==> config.mk <==
export PLATFORM = sky130hd
export DESIGN_NAME = program_loader
export DESIGN_NICKNAME = d
export VERILOG_FILES = /design/src/rtl/program_loader_pkg.sv /design/src/rtl/program_loader_halt_detector.sv /design/src/rtl/program_loader.sv
export SDC_FILE = /design/constraint.sdc
export NUM_CORES = 1
export LEC_CHECK = 0
export BUFFER_PORTS_ARGS = -buffer_cell sky130_fd_sc_hd__buf_2
export CAP_MARGIN = 25
export CORE_ASPECT_RATIO = 1.75
export CORE_MARGIN = 10
export CORE_UTILIZATION = 26
export CTS_CLUSTER_SIZE = 12
export DETAILED_ROUTE_END_ITERATION = 16
export PLACE_DENSITY = 0.47
export SLEW_MARGIN = 15
export SYNTH_ARGS = -nofsm -noshare
export SYNTH_HDL_FRONTEND = slang
export SYNTH_SLANG_ARGS = --single-unit
==> constraint.sdc <==
create_clock -name clock -period 2.6 [get_ports clock]
set_clock_uncertainty 0.15 [all_clocks]
set_input_delay 0.39 -clock clock [delete_from_list [all_inputs] [get_ports clock]]
set_output_delay 0.39 -clock clock [all_outputs]
set_load 0.1 [all_outputs]
==> src/rtl/program_loader_pkg.sv <==
// Shared definitions for the program loader: run-control state encoding,
// result flag bit positions and an address-width helper.
package program_loader_pkg;

  typedef enum logic [1:0] {
    ST_IDLE = 2'd0,
    ST_LOAD = 2'd1,
    ST_RUN  = 2'd2,
    ST_DONE = 2'd3
  } state_e;

  localparam int FLAG_HALT    = 0;
  localparam int FLAG_TIMEOUT = 1;
  localparam int FLAG_W       = 2;

  // Minimum of 1 so a single-word memory still gets a 1-bit address.
  function automatic int clog2(input int value);
    int r;
    r = 1;
    while ((1 << r) < value) r = r + 1;
    return r;
  endfunction

endpackage

==> src/rtl/program_loader_halt_detector.sv <==
// Flags a jump-to-self: the CPU PC equals its value from the previous RUN cycle.
module program_loader_halt_detector #(
  parameter int ENABLE = 1
) (
  input  logic        clock,
  input  logic        reset,
  input  logic        active_i,
  input  logic [31:0] pc_i,
  output logic        halt_o
);

  logic [31:0] prev_pc_q;
  logic        prev_valid_q;

  // prev_valid drops whenever the CPU is not running, so each run starts clean.
  always_ff @(posedge clock or negedge reset) begin
    if (!reset) begin
      prev_pc_q    <= '0;
      prev_valid_q <= 1'b0;
    end else if (active_i) begin
      prev_pc_q    <= pc_i;
      prev_valid_q <= 1'b1;
    end else begin
      prev_valid_q <= 1'b0;
    end
  end

  assign halt_o = (ENABLE != 0) && prev_valid_q && (pc_i == prev_pc_q);

endmodule

==> src/rtl/program_loader.sv <==
// Program-load and run-control for the single-cycle MIPS CPU.
// state | meaning
// IDLE  | CPU in reset, waiting for start
// LOAD  | CPU in reset, streaming words into instruction memory
// RUN   | CPU released and enabled, counting cycles against the budget
// DONE  | CPU frozen (enabled off, reset off), result flags valid
module program_loader
  import program_loader_pkg::*;
#(
  parameter int INSTR_MEM_SIZE = 32,
  parameter int DATA_WIDTH     = 32,
  parameter int BUDGET_WIDTH   = 16,
  parameter int HALT_DETECT    = 1
) (
  input  logic                             clock,
  input  logic                             reset,
  input  logic                             start,
  input  logic [BUDGET_WIDTH-1:0]          cycle_budget,
  input  logic                             load_valid,
  output logic                             load_ready,
  input  logic [DATA_WIDTH-1:0]            load_data,
  input  logic                             load_last,
  output logic                             imem_we,
  output logic [clog2(INSTR_MEM_SIZE)-1:0] imem_addr,
  output logic [DATA_WIDTH-1:0]            imem_wdata,
  output logic                             cpu_reset,
  output logic                             cpu_enable,
  input  logic [31:0]                      cpu_pc,
  output logic                             done,
  output logic                             timeout,
  output logic                             halted,
  output logic [clog2(INSTR_MEM_SIZE):0]   words_loaded,
  output logic [BUDGET_WIDTH-1:0]          run_cycles
);

  localparam int AW = clog2(INSTR_MEM_SIZE);
  localparam logic [AW:0] PTR_LAST = (AW+1)'(INSTR_MEM_SIZE - 1);

  state_e                  state_q;
  logic [AW:0]             ptr_q;
  logic [BUDGET_WIDTH-1:0] budget_q;
  logic [BUDGET_WIDTH-1:0] run_q;
  logic [BUDGET_WIDTH-1:0] run_d;
  logic [BUDGET_WIDTH:0]   run_next_full;
  logic [FLAG_W-1:0]       flags_q;
  logic                    load_ready_q;
  logic                    cpu_reset_q;
  logic                    cpu_enable_q;
  logic                    done_q;

  logic accept;
  logic load_end;
  logic start_load;
  logic budget_hit;
  logic halt_hit;

  assign accept        = load_valid & load_ready_q;
  assign load_end      = accept & (load_last | (ptr_q == PTR_LAST));
  assign start_load    = start & ((state_q == ST_IDLE) | (state_q == ST_DONE));
  assign run_d         = (&run_q) ? run_q : run_q + 1'b1;
  assign run_next_full = {1'b0, run_q} + 1'b1;
  assign budget_hit    = (|budget_q) && (run_next_full == {1'b0, budget_q});

  program_loader_halt_detector #(
    .ENABLE (HALT_DETECT)
  ) u_halt (
    .clock    (clock),
    .reset    (reset),
    .active_i (state_q == ST_RUN),
    .pc_i     (cpu_pc),
    .halt_o   (halt_hit)
  );

  always_ff @(posedge clock or negedge reset) begin
    if (!reset) begin
      state_q      <= ST_IDLE;
      ptr_q        <= '0;
      budget_q     <= '0;
      run_q        <= '0;
      flags_q      <= '0;
      load_ready_q <= 1'b0;
      cpu_reset_q  <= 1'b0;
      cpu_enable_q <= 1'b0;
      done_q       <= 1'b0;
    end else if (start_load) begin
      state_q      <= ST_LOAD;
      ptr_q        <= '0;
      budget_q     <= cycle_budget;
      run_q        <= '0;
      flags_q      <= '0;
      load_ready_q <= 1'b1;
      cpu_reset_q  <= 1'b0;
      cpu_enable_q <= 1'b0;
      done_q       <= 1'b0;
    end else begin
      case (state_q)
        ST_LOAD: begin
          if (accept) ptr_q <= ptr_q + 1'b1;
          // CPU leaves reset on the same edge as the final write.
          if (load_end) begin
            state_q      <= ST_RUN;
            load_ready_q <= 1'b0;
            cpu_reset_q  <= 1'b1;
            cpu_enable_q <= 1'b1;
          end
        end
        ST_RUN: begin
          run_q <= run_d;
          if (halt_hit || budget_hit) begin
            state_q                <= ST_DONE;
            cpu_enable_q           <= 1'b0;
            done_q                 <= 1'b1;
            flags_q[FLAG_HALT]     <= halt_hit;
            flags_q[FLAG_TIMEOUT]  <= ~halt_hit;
          end
        end
        default: ;
      endcase
    end
  end

  assign load_ready   = load_ready_q;
  assign imem_we      = accept;
  assign imem_addr    = ptr_q[AW-1:0];
  assign imem_wdata   = load_data;
  assign cpu_reset    = cpu_reset_q;
  assign cpu_enable   = cpu_enable_q;
  assign done         = done_q;
  assign timeout      = flags_q[FLAG_TIMEOUT];
  assign halted       = flags_q[FLAG_HALT];
  assign words_loaded = ptr_q;
  assign run_cycles   = run_q;

endmodule
==> run summary, run 1 <==
OUTCOME
-----------------------------------------------------------------------------------------------------------------
Outcome                                                                                              finished, final reports clean

SYNTH
-----------------------------------------------------------------------------------------------------------------
Synthesized net count                                                                                         533
FF+latch count, synth                                                                                          79
Mapped cell area                                                                                         4390 um2
Dominant register cell in the synthesized netlist                                                         dfrtp_1
Synth warn                                                                                                      0
Synth Area in Simple Gates                                                                                  17.8%
Post-synthesis cell count                                                                                     444
Post-Synthesis Mean Instance Area                                                                        9.88 um2
Async set-reset flop share out of synthesis                                                                  100%
Share of the synthesized area in compound gates (AO/OA/AOI/OAI)                                             4.96%
Proportion of synthesized area in mux cells                                                                 8.44%
Largest family of logic cells by synthesized area                                                    simple AND/OR/NAND/NOR gates
Number of enable-type register cells in the synthesized netlist                                                 0
Portion of the post-synthesis area used by sequential elements                                              45.1%
Cells taking the most area after synthesis                                                           dfrtp_1 (45%), mux2_2 (8.2%), xor2_1 (8.0%)
Yosys top cell by area                                                                                    dfrtp_1
Area share of the leading cell type in the synthesized netlist                                              45.1%
Unique masters post-synth                                                                                      45
Fraction of synthesized cell area in xor and xnor cells                                                     14.0%
Arithmetic-cell share of the synthesized area counting full adders, half adders and majority gates          1.14%

ROUTING
-----------------------------------------------------------------------------------------------------------------
Avg Vias per Cell                                                                                            4.48
Post-DRT Antenna Nets                                                                                           0
First-pass iteration count of the detailed router                                                               4
Count of routing violations after the opening detailed-route iteration                                         85
Routed vias                                                                                                 3,253
Highest routed metal layer                                                                                   met4
Total length of routed wires                                                                              11.4 mm
Met2 wire length                                                                                          6.06 mm
Wire length on met3                                                                                        822 um
Wire length the detailed router placed on met1                                                            4.13 mm
Final routed wire length divided by cell count                                                            15.7 um
Total DRC errors in the routed layout                                                                           0

LAYOUT
-----------------------------------------------------------------------------------------------------------------
Layout Cells excl Fill                                                                                        726
Cell area after layout                                                                                   5240 um2
Layout net count                                                                                              585
Synthesis-to-layout area growth                                                                             19.5%
Most frequent cells in the layout                                                                    buf_2 (85), nand2_1 (68), dfrtp_1 (67), xor2_1 (40), mux2_2 (32)
Fraction of layout instances using a drive strength above 1                                                 32.3%
Most common library cell in the layout ignoring fill and taps                                               buf_2
End-of-flow core utilization                                                                                31.7%

CLOCK NETWORK
-----------------------------------------------------------------------------------------------------------------
TritonCTS clock tree                                                                                        built
Root buffer cell                                                                                        clkbuf_16
Clock input transition at the sequential cells of the worst setup and hold paths                            60 ps
Clk_lat worst skew                                                                                         330 ps
Buffer depth of the longest clock path                                                                          2
CTS sink count                                                                                                 79
Clock buffers created by TritonCTS                                                                              9
H-tree Lvls                                                                                                     3

WORST SETUP PATH
-----------------------------------------------------------------------------------------------------------------
Arrival @ worst endpoint                                                                                  2570 ps
Critical Path Source Type                                                                               flip-flop
CP max stage delay                                                                                         510 ps
Maximum fanout count along the critical path                                                                    6
Path depth of the worst reg2reg path                                                                            8
Required time of the critical path                                                                        2670 ps
Library cell contributing the largest single delay on the critical path                                   dfrtp_4
Kind of critical path                                                                                flip-flop to flip-flop
Crit-path cells                                                                                      ha_4 > buf_4 > xnor2_1 > a21oi_1 > o221ai_1 > a2111o_1 > o21a_1 > a32o_1
Setup crit end kind                                                                                     flip-flop

TIMING
-----------------------------------------------------------------------------------------------------------------
Count of endpoints failing hold in the final timing report                                                      0
Count of pins over their slew limit                                                                             0
Minimum period implied by the final worst setup slack                                                     2500 ps
Highest attainable clock frequency                                                                        400 MHz
Final setup viols                                                                                               0
Max-Slew Margin vs Limit                                                                                    49.5%
Share of the clock period used by the worst path                                                            96.1%
Slack of the critical path                                                                                 102 ps
Slew @ Worst Pin                                                                                           749 ps

PLACEMENT
-----------------------------------------------------------------------------------------------------------------
Final weighted congestion in routability-driven placement                                                   0.821
Count of placed standard cells including taps                                                                 704
Total cell area at the placement stage                                                                   4880 um2
Detailed placer's ending HPWL                                                                             8.88 mm
IO Port Bufs                                                                                                   86
Placement Setup Slack                                                                                     58.6 ps

GLOBAL ROUTING
-----------------------------------------------------------------------------------------------------------------
Overflow left after global routing                                                                              0
Wire length of the first global-routing pass                                                              18.4 mm
Antenna violations before repair                                                                                1
Overall routing resource usage                                                                              10.1%
Vias in the first global route                                                                              3,504
Maximum number of pins on one net before global-route repair                                                   42

FLOORPLANNING
-----------------------------------------------------------------------------------------------------------------
Initial cell density of the core                                                                            26.6%
Die height                                                                                                 192 um
Num rows                                                                                                       62
Core region area                                                                                       16,500 um2
Die width                                                                                                  118 um
I/O pin count                                                                                                 151
Die ar.                                                                                                22,700 um2

PWR
-----------------------------------------------------------------------------------------------------------------
Total power per unit cell area                                                                         760 nW/um2
IR drop worst, VDD                                                                                         338 uV
Leakage                                                                                                   2.36 nW

RUN
-----------------------------------------------------------------------------------------------------------------
Max-cap check violation count                                                                                   0

MIN PATH
-----------------------------------------------------------------------------------------------------------------
Min-Delay Path Depth                                                                                            3
Worst min-delay path category                                                                        primary input to flip-flop

synth_stat cells (2+ instances only):
library cell   n
nor4_1        12
ha_1           4
o21a_1         3
a31oi_1        2
nor2_1        27
xnor2_1       30
mux2_2        32
or3_1          3
nand2_1       68
nand3_1       13
and4_1         2
nand4_1       13
buf_2          5
nand3b_1       2
a21oi_1        8
and3_1         4
buf_1          4
buf_4         37
o21ai_0        9
nor3_1         5
xor2_1        40
dfrtp_1       79
inv_1          5
and2_1         3
nand2b_1       4
clkbuf_1      11
worst max-delay path, delay by kind of cell, from the launching register on:
kind | cells | cell delay (ps)
xor+xnor | 1 | 120
buf+inv | 1 | 140
flops | 1 | 510
fa+ha+maj | 1 | 180
compound gates | 5 | 1280
through the flow:
| stage | hold WS, ps | setup TNS (ps) | total power (W) |
|---|---|---|---|
| after floorplan | -55.6 | 0 | 0.00259 |
| after global placement | 280 | 0 | 0.00268 |
| after detailed placement | 281 | 0 | 0.00270 |
| after CTS | 90.2 | 0 | 0.00406 |
| after global routing | 104 | -1.31 | 0.00427 |
| final | 96.1 | 0 | 0.00399 |
routing by layer:
metal | GRT usage (%) | vias up
met3 | 3.20 | 30
met5 | 0 | -
met4 | 5.16 | 0
met1 | 10.2 | 1565
li1 | - | 1566
met2 | 18.4 | 92
power breakdown:
group	internal (W)	total [W]	switching, W
sequential	0.00137	0.00151	0.000143
clock	0.000824	0.00131	0.000488
combinational	0.000555	0.00117	0.000610
total	0.00274	0.00399	0.00124
final timing paths:
check,startpoint,endpoint,slack [ps]
setup / recovery,run_cycles[0],cpu_enable,100
hold / removal,cycle_budget[3],budget_q[3],100
setup reg to reg,run_cycles[0],cpu_enable,100
hold reg to reg,cpu_reset,cpu_reset,360
max in group asynchronous,reset,load_ready,1230
min in group asynchronous,reset,u_halt.prev_pc_q[1],440
sequential cells by signal (all words and copies together), names as in the netlist:
| signal | count |
|---|---|
| u_halt.prev_valid_q | 1 |
| state_q | 2 |
| budget_q | 16 |
| cpu_enable | 1 |
| flags_q | 2 |
| run_cycles | 16 |
| load_ready | 1 |
| words_loaded | 6 |
| u_halt.prev_pc_q | 32 |
| cpu_reset | 1 |
| done | 1 |
timing repair:
item | in CTS | in global routing
gates resized for setup | 0 | 4
hold buffers | 1 | 0
endpoints found under the setup margin | 0 | 4
endpoints found under the hold margin | 40 | 0
setup buffers | 0 | 4
area by class of cell:
type | count | area, um2
antenna | 1 | 2.50
inverter | 5 | 18.8
clock buffer | 14 | 274
sequential | 79 | 2010
timing repair buffer | 98 | 551
multi-input combinational | 303 | 2070
clock inverter | 2 | 37.5
tap | 224 | 280
fill | 1723 | 11300
kinds of logic (layout without fill, tap and decap cells):
kind of cell    after synthesis  count (layout)
buf+inv                      62             119
other cells                   0               1
flops                        79              79
xor+xnor                     70              70
compound gates               33              33
fa+ha+maj                     4               4
mux                          33              33
simple gates                163             163
(Power assumes the default switching activity.)
==> inputs of run 2 (changes only) <==
--- a/config.mk
+++ b/config.mk
@@ -14,3 +14,3 @@
 export DETAILED_ROUTE_END_ITERATION = 16
-export PLACE_DENSITY = 0.47
+export PLACE_DENSITY = 0.48
 export SLEW_MARGIN = 15
==> constraint.sdc (replaced) <==
create_clock -name clock -period 2.3 [get_ports clock]
set_clock_uncertainty 0.15 [all_clocks]
set_input_delay 0.46 -clock clock [delete_from_list [all_inputs] [get_ports clock]]
set_output_delay 0.46 -clock clock [all_outputs]
set_load 0.1 [all_outputs]
==> run 2 against run 1 <==
  * The flow now finishes with violations (negative setup slack)
  * First-iteration DRC count rose by 98%
  * Hold slack improved by 61 ps
  * Clock power rose by 11%
  * Non-clock buffer count rose by 31
  * Highest routed layer unchanged
==> run summary, run 2 (synthesis gave the netlist of run 1 again) <==
LAYOUT
-----------------------------------------------------------------------------------------------
Max reg flops                                                                                32
Fraction of layout instances using a drive strength above 1                               37.7%
Layout net count                                                                            616
Most frequent cells in the layout                                                  buf_2 (85), nand2_1 (68), dfrtp_1 (64), xor2_1 (40), buf_4 (38)
Synthesis-to-layout area growth                                                           25.8%
Number of inserted diodes                                                                     0
Most common library cell in the layout ignoring fill and taps                             buf_2
Cell area after layout                                                                 5520 um2
Register with the most flip-flops                                                  u_halt.prev_pc_q

FLOORPLANNING
-----------------------------------------------------------------------------------------------
Die height                                                                               192 um
Die ar.                                                                              22,700 um2
Die width                                                                                118 um
Num rows                                                                                     62
Initial cell density of the core                                                          26.6%
Core region area                                                                     16,500 um2
I/O pin count                                                                               151

ROUTING
-----------------------------------------------------------------------------------------------
Count of routing violations after the opening detailed-route iteration                      168
Total length of routed wires                                                            11.7 mm
Total DRC errors in the routed layout                                                         0
Final routed wire length divided by cell count                                          15.5 um
Post-DRT Antenna Nets                                                                         0
Routed vias                                                                               3,359
Avg Vias per Cell                                                                          4.45
First-pass iteration count of the detailed router                                             4

PWR
-----------------------------------------------------------------------------------------------
Leakage                                                                                 2.52 nW
Switching pwr                                                                         0.00139 W
Proportion of total power due to net switching                                            30.4%
IR drop worst, VDD                                                                       409 uV
Share of total power in the clock network                                                 31.6%
Logic gate share of total power                                                           31.5%
Internal Dissipation                                                                  0.00319 W
Part of the power in registers                                                            36.9%
Total power per unit cell area                                                       831 nW/um2

WORST SETUP PATH
-----------------------------------------------------------------------------------------------
Buffers & Inverters on Critical Path                                                          0
Arrival @ worst endpoint                                                                2520 ps
CP max stage delay                                                                       510 ps
Critical path depth in cells                                                                  8
Destination of the worst register-to-register timing path                            cpu_enable
Required time of the critical path                                                      2370 ps
Library cell contributing the largest single delay on the critical path                 dfrtp_4
Reg-to-Reg Start                                                                   run_cycles[0]
Maximum fanout count along the critical path                                                  4
Path depth of the worst reg2reg path                                                          8
Kind of critical path                                                              flip-flop to flip-flop
Worst-case register-to-register setup slack                                             -150 ps
Critical path origin                                                               run_cycles[0]
Capturing element of the worst setup path                                            cpu_enable
Crit-path cells                                                                    ha_4 > xnor2_2 > nand2_1 > a41oi_2 > nand4_1 > a2111o_1 > o21a_1 > a32o_1
Family with the most delay on the worst path                                       compound AO/OA/AOI/OAI gates
Setup crit end kind                                                                   flip-flop
Critical Path Source Type                                                             flip-flop

CLOCK NETWORK
-----------------------------------------------------------------------------------------------
Clock buffers created by TritonCTS                                                            9
Clk_lat worst skew                                                                       340 ps
TritonCTS clock tree                                                                      built
Root buffer cell                                                                      clkbuf_16
H-tree Lvls                                                                                   3
Buffer depth of the longest clock path                                                        2
CTS sink count                                                                               79
Clock input transition at the sequential cells of the worst setup and hold paths          60 ps

OUTCOME
-----------------------------------------------------------------------------------------------
Failing checks                                                                     negative setup slack
Outcome                                                                            finished, violations left

GLOBAL ROUTING
-----------------------------------------------------------------------------------------------
Overall routing resource usage                                                            10.5%
Antenna violations before repair                                                              0
Overflow left after global routing                                                            0
Maximum number of pins on one net before global-route repair                                 43
Wire length of the first global-routing pass                                            19.1 mm
Vias in the first global route                                                            3,712

TIMING
-----------------------------------------------------------------------------------------------
Final setup viols                                                                             6
Slack of the critical path                                                              -145 ps
Slew @ Worst Pin                                                                         527 ps
Highest attainable clock frequency                                                      409 MHz
Count of pins over their slew limit                                                           0
Minimum period implied by the final worst setup slack                                   2450 ps
Max-Slew Margin vs Limit                                                                  64.9%
Share of the clock period used by the worst path                                           106%
RSZ-0062 raised after global routing                                                       true
Count of endpoints failing hold in the final timing report                                    0

PLACEMENT
-----------------------------------------------------------------------------------------------
Final weighted congestion in routability-driven placement                                 0.841
Placement Setup Slack                                                                   -286 ps
Total cell area at the placement stage                                                 5100 um2
Detailed placer's ending HPWL                                                           9.08 mm
IO Port Bufs                                                                                 86

MIN PATH
-----------------------------------------------------------------------------------------------
Worst min-delay path category                                                      primary input to flip-flop

RUN
-----------------------------------------------------------------------------------------------
Max-cap check violation count                                                                 0

[run 2: layout make-up]
class                           instances  area [um2]
Clock buffer                           12         256
Sequential cell                        79        2020
Tap cell                              224         280
Fill cell                            1718       11000
Multi-Input combinational cell        303        2100
Clock inverter                          3        42.5
Inverter                                5        18.8
Timing Repair Buffer                  129         803
[run 2: tightest hold or removal path, cell delays in order]
cell and delay (ps):
buf_2 80, nand2_1 40, nand2_1 40
[run 2: stage by stage]
step,hold WS (ps),util (%),power (W),setup TNS [ps],cells
floorplan,14.4,-,0.00296,-564,444
global placement,329,30.9,0.00313,-884,732
detailed placement,341,30.9,0.00315,-890,732
CTS,146,33.3,0.00466,-283,755
global route,153,33.4,0.00491,-1080,755
finish,157,33.4,0.00458,-388,755
[run 2: what timing repair did]
action | 4_1_cts | 5_1_grt
buffers inserted | 7 | 0
pin swaps | 9 | 4
hold endpoints to repair | 37 | 0
endpoints found under the setup margin | 6 | 6
gates cloned | 0 | 0
hold buffers | 1 | 0
resized for setup | 6 | 4
[run 2: power groups by stage]
stage                     sequential (W)  clock, W  combinational, W
final                            0.00169   0.00145           0.00144
after global routing             0.00170   0.00157           0.00164
after CTS                        0.00169   0.00151           0.00147
after detailed placement         0.00171         0           0.00144
after global placement           0.00171         0           0.00143
after floorplan                  0.00172         0           0.00124
[run 2: worst min-delay path by stage]
stage,to,from,cells past startpoint,slack (ps)
floorplan,budget_q[0],reset,0,10
global placement,u_halt.prev_pc_q[0],reset,1,330
detailed placement,budget_q[9],reset,1,340
CTS,budget_q[9],cycle_budget[9],3,150
global route,budget_q[5],cycle_budget[5],3,150
finish,budget_q[9],cycle_budget[9],3,160
[run 2: layer usage]
| layer | GRT usage (%) | up-vias | wire [um] |
|---|---|---|---|
| met2 | 18.7 | 74 | 6180 |
| met5 | 0 | - | 0 |
| met3 | 3.76 | 25 | 801 |
| met4 | 5.73 | 0 | 263 |
| met1 | 10.5 | 1630 | 4470 |
| li1 | - | 1630 | - |
==> inputs of run 3 (changes only) <==
Settings changed: CORE_UTILIZATION 26 to 51, PLACE_DENSITY 0.48 to 0.82.
==> run 3 against run 2 <==
  * The run still ends with negative setup slack left
  * Final area fell by 3.9%
  * Combinational power fell by 5%
  * Hold slack improved by 4.1 ps
  * Maximum frequency fell by 1.6%
  * Sequential power barely moved
  * Final cell count fell by 16%
  * Clock-buffer cell count fell by 1
  * Worst setup slack got worse by 40 ps
  * Clock power rose by 8%
  * Register-to-register slack got worse by 40 ps
  * Via count rose by 1.2%
  * Largest cell class unchanged
  * Largest power group unchanged
==> run summary, run 3 (synthesis gave the netlist of run 1 again) <==
WORST SETUP PATH
-----------------------------------------------------------------------------------------------
Library cell contributing the largest single delay on the critical path                 dfrtp_4
Arrival @ worst endpoint                                                                2550 ps
Setup crit end kind                                                                   flip-flop
Required time of the critical path                                                      2370 ps
CP max stage delay                                                                       480 ps
Maximum fanout count along the critical path                                                  5
Family with the most delay on the worst path                                       compound AO/OA/AOI/OAI gates
Crit-path cells                                                                    buf_12 > and4_4 > nand4_1 > buf_4 > nand3b_1 > nand4_1 > a2111o_1 > o21a_1 > a32o_1
Kind of critical path                                                              flip-flop to flip-flop
Buffers & Inverters on Critical Path                                                          2
Critical Path Source Type                                                             flip-flop
Crit path top cell by count                                                             nand4_1

FLOORPLANNING
-----------------------------------------------------------------------------------------------
Die height                                                                               143 um
I/O pin count                                                                               151
Initial cell density of the core                                                          52.4%
Die width                                                                               90.1 um
Core region area                                                                       8370 um2
Die ar.                                                                              12,900 um2
Num rows                                                                                     44

CLOCK NETWORK
-----------------------------------------------------------------------------------------------
Clock buffers created by TritonCTS                                                            9
Root buffer cell                                                                      clkbuf_16
Buffer depth of the longest clock path                                                        2
Clock input transition at the sequential cells of the worst setup and hold paths          60 ps
H-tree Lvls                                                                                   3
Clk_lat worst skew                                                                       340 ps
CTS sink count                                                                               79
TritonCTS clock tree                                                                      built

LAYOUT
-----------------------------------------------------------------------------------------------
Synthesis-to-layout area growth                                                           20.8%
Fraction of layout instances using a drive strength above 1                               36.5%
Most common library cell in the layout ignoring fill and taps                             buf_2
Most frequent cells in the layout                                                  buf_2 (85), nand2_1 (68), dfrtp_1 (64), xor2_1 (39), mux2_2 (32)
Cell area after layout                                                                 5300 um2
Layout net count                                                                            602
Number of inserted diodes                                                                     0
Register with the most flip-flops                                                  u_halt.prev_pc_q
Layout Cells excl Fill                                                                      633
Max reg flops                                                                                32

ROUTING
-----------------------------------------------------------------------------------------------
Met2 wire length                                                                        5.85 mm
Routed vias                                                                               3,399
Wire length the detailed router placed on met1                                          3.79 mm
Count of routing violations after the opening detailed-route iteration                      188
Total length of routed wires                                                            10.7 mm
Post-DRT Antenna Nets                                                                         0
Total DRC errors in the routed layout                                                         0
Wire length on met3                                                                      650 um
Highest routed metal layer                                                                 met4
First-pass iteration count of the detailed router                                             4
Avg Vias per Cell                                                                          5.37
Final routed wire length divided by cell count                                          16.9 um

PLACEMENT
-----------------------------------------------------------------------------------------------
Final weighted congestion in routability-driven placement                                 0.896
IO Port Bufs                                                                                 86
Count of placed standard cells including taps                                               610
Total cell area at the placement stage                                                 4850 um2
Placement Setup Slack                                                                   -153 ps
Detailed placer's ending HPWL                                                           8.13 mm

PWR
-----------------------------------------------------------------------------------------------
Leakage                                                                                 2.46 nW
IR drop worst, VDD                                                                       566 uV
Total power per unit cell area                                                       875 nW/um2

GLOBAL ROUTING
-----------------------------------------------------------------------------------------------
Vias in the first global route                                                            3,682
Maximum number of pins on one net before global-route repair                                 34
Wire length of the first global-routing pass                                            17.4 mm
Antenna violations before repair                                                              0
Overflow left after global routing                                                            0
Overall routing resource usage                                                            16.6%

TIMING
-----------------------------------------------------------------------------------------------
Share of the clock period used by the worst path                                           108%
Count of endpoints failing hold in the final timing report                                    0
Max-Slew Margin vs Limit                                                                  55.1%
RSZ-0062 raised after global routing                                                       true
Highest attainable clock frequency                                                      402 MHz
Sum of negative setup slack                                                             -843 ps
Slack of the critical path                                                              -185 ps
Minimum period implied by the final worst setup slack                                   2490 ps
Count of pins over their slew limit                                                           0
Slew @ Worst Pin                                                                         672 ps
Final setup viols                                                                             6

RUN
-----------------------------------------------------------------------------------------------
Max-cap check violation count                                                                 0

MIN PATH
-----------------------------------------------------------------------------------------------
Worst min-delay path category                                                      primary input to flip-flop

OUTCOME
-----------------------------------------------------------------------------------------------
Failing checks                                                                     negative setup slack
Outcome                                                                            finished, violations left

## run 3: timing repair
| action | in CTS | in global routing |
|---|---|---|
| setup buffers | 4 | 2 |
| hold buffers | 1 | 0 |
| pin swaps | 9 | 3 |
| gates resized for setup | 6 | 4 |
| setup endpoints to repair | 6 | 6 |
| hold endpoints to repair | 8 | 0 |
## run 3: worst paths after layout
check / from / end / slack, ps / depth (start not counted)
max: run_cycles[3] / cpu_enable / -190 / 9
min: cycle_budget[4] / budget_q[4] / 160 / 3
max reg2reg: run_cycles[3] / cpu_enable / -190 / 9
min reg2reg: budget_q[15] / budget_q[15] / 370 / 2
max in group asynchronous: reset / run_cycles[6] / 1070 / 3
min in group asynchronous: reset / u_halt.prev_pc_q[10] / 340 / 2
## run 3: layer usage
layer	vias to the layer above	track usage (%)
met5	-	0
met1	1634	16.1
li1	1600	-
met4	0	9.18
met2	129	30.3
met3	36	5.41
## run 3: through the flow
step | total power (W) | utilization (%) | hold slack [ps]
floorplan | 0.00296 | - | 14.4
global placement | 0.00302 | 58.0 | 152
detailed placement | 0.00308 | 58.0 | 155
CTS | 0.00463 | 62.7 | 157
global route | 0.00491 | 63.4 | 160
finish | 0.00464 | 63.4 | 161
## run 3: final cells by class
type                            instances  area [um2]
Fill cell                             707        3070
Multi-Input combinational cell        303        2100
Sequential cell                        79        2020
Timing Repair Buffer                  115         682
Clock buffer                           11         253
Tap cell                              115         144
Clock inverter                          5        80.1
Inverter                                5        18.8
## run 3: worst min-delay path, cell delays in order
cell     delay [ps]
buf_2            70
nand2_1          40
nand2_1          40
## run 3: where the power goes
part	internal, W	leakage [nW]	switching (W)
registers	0.00154	0.931	0.000163
logic	0.000662	1.37	0.000705
clock network	0.00101	0.158	0.000561
total	0.00321	2.46	0.00143
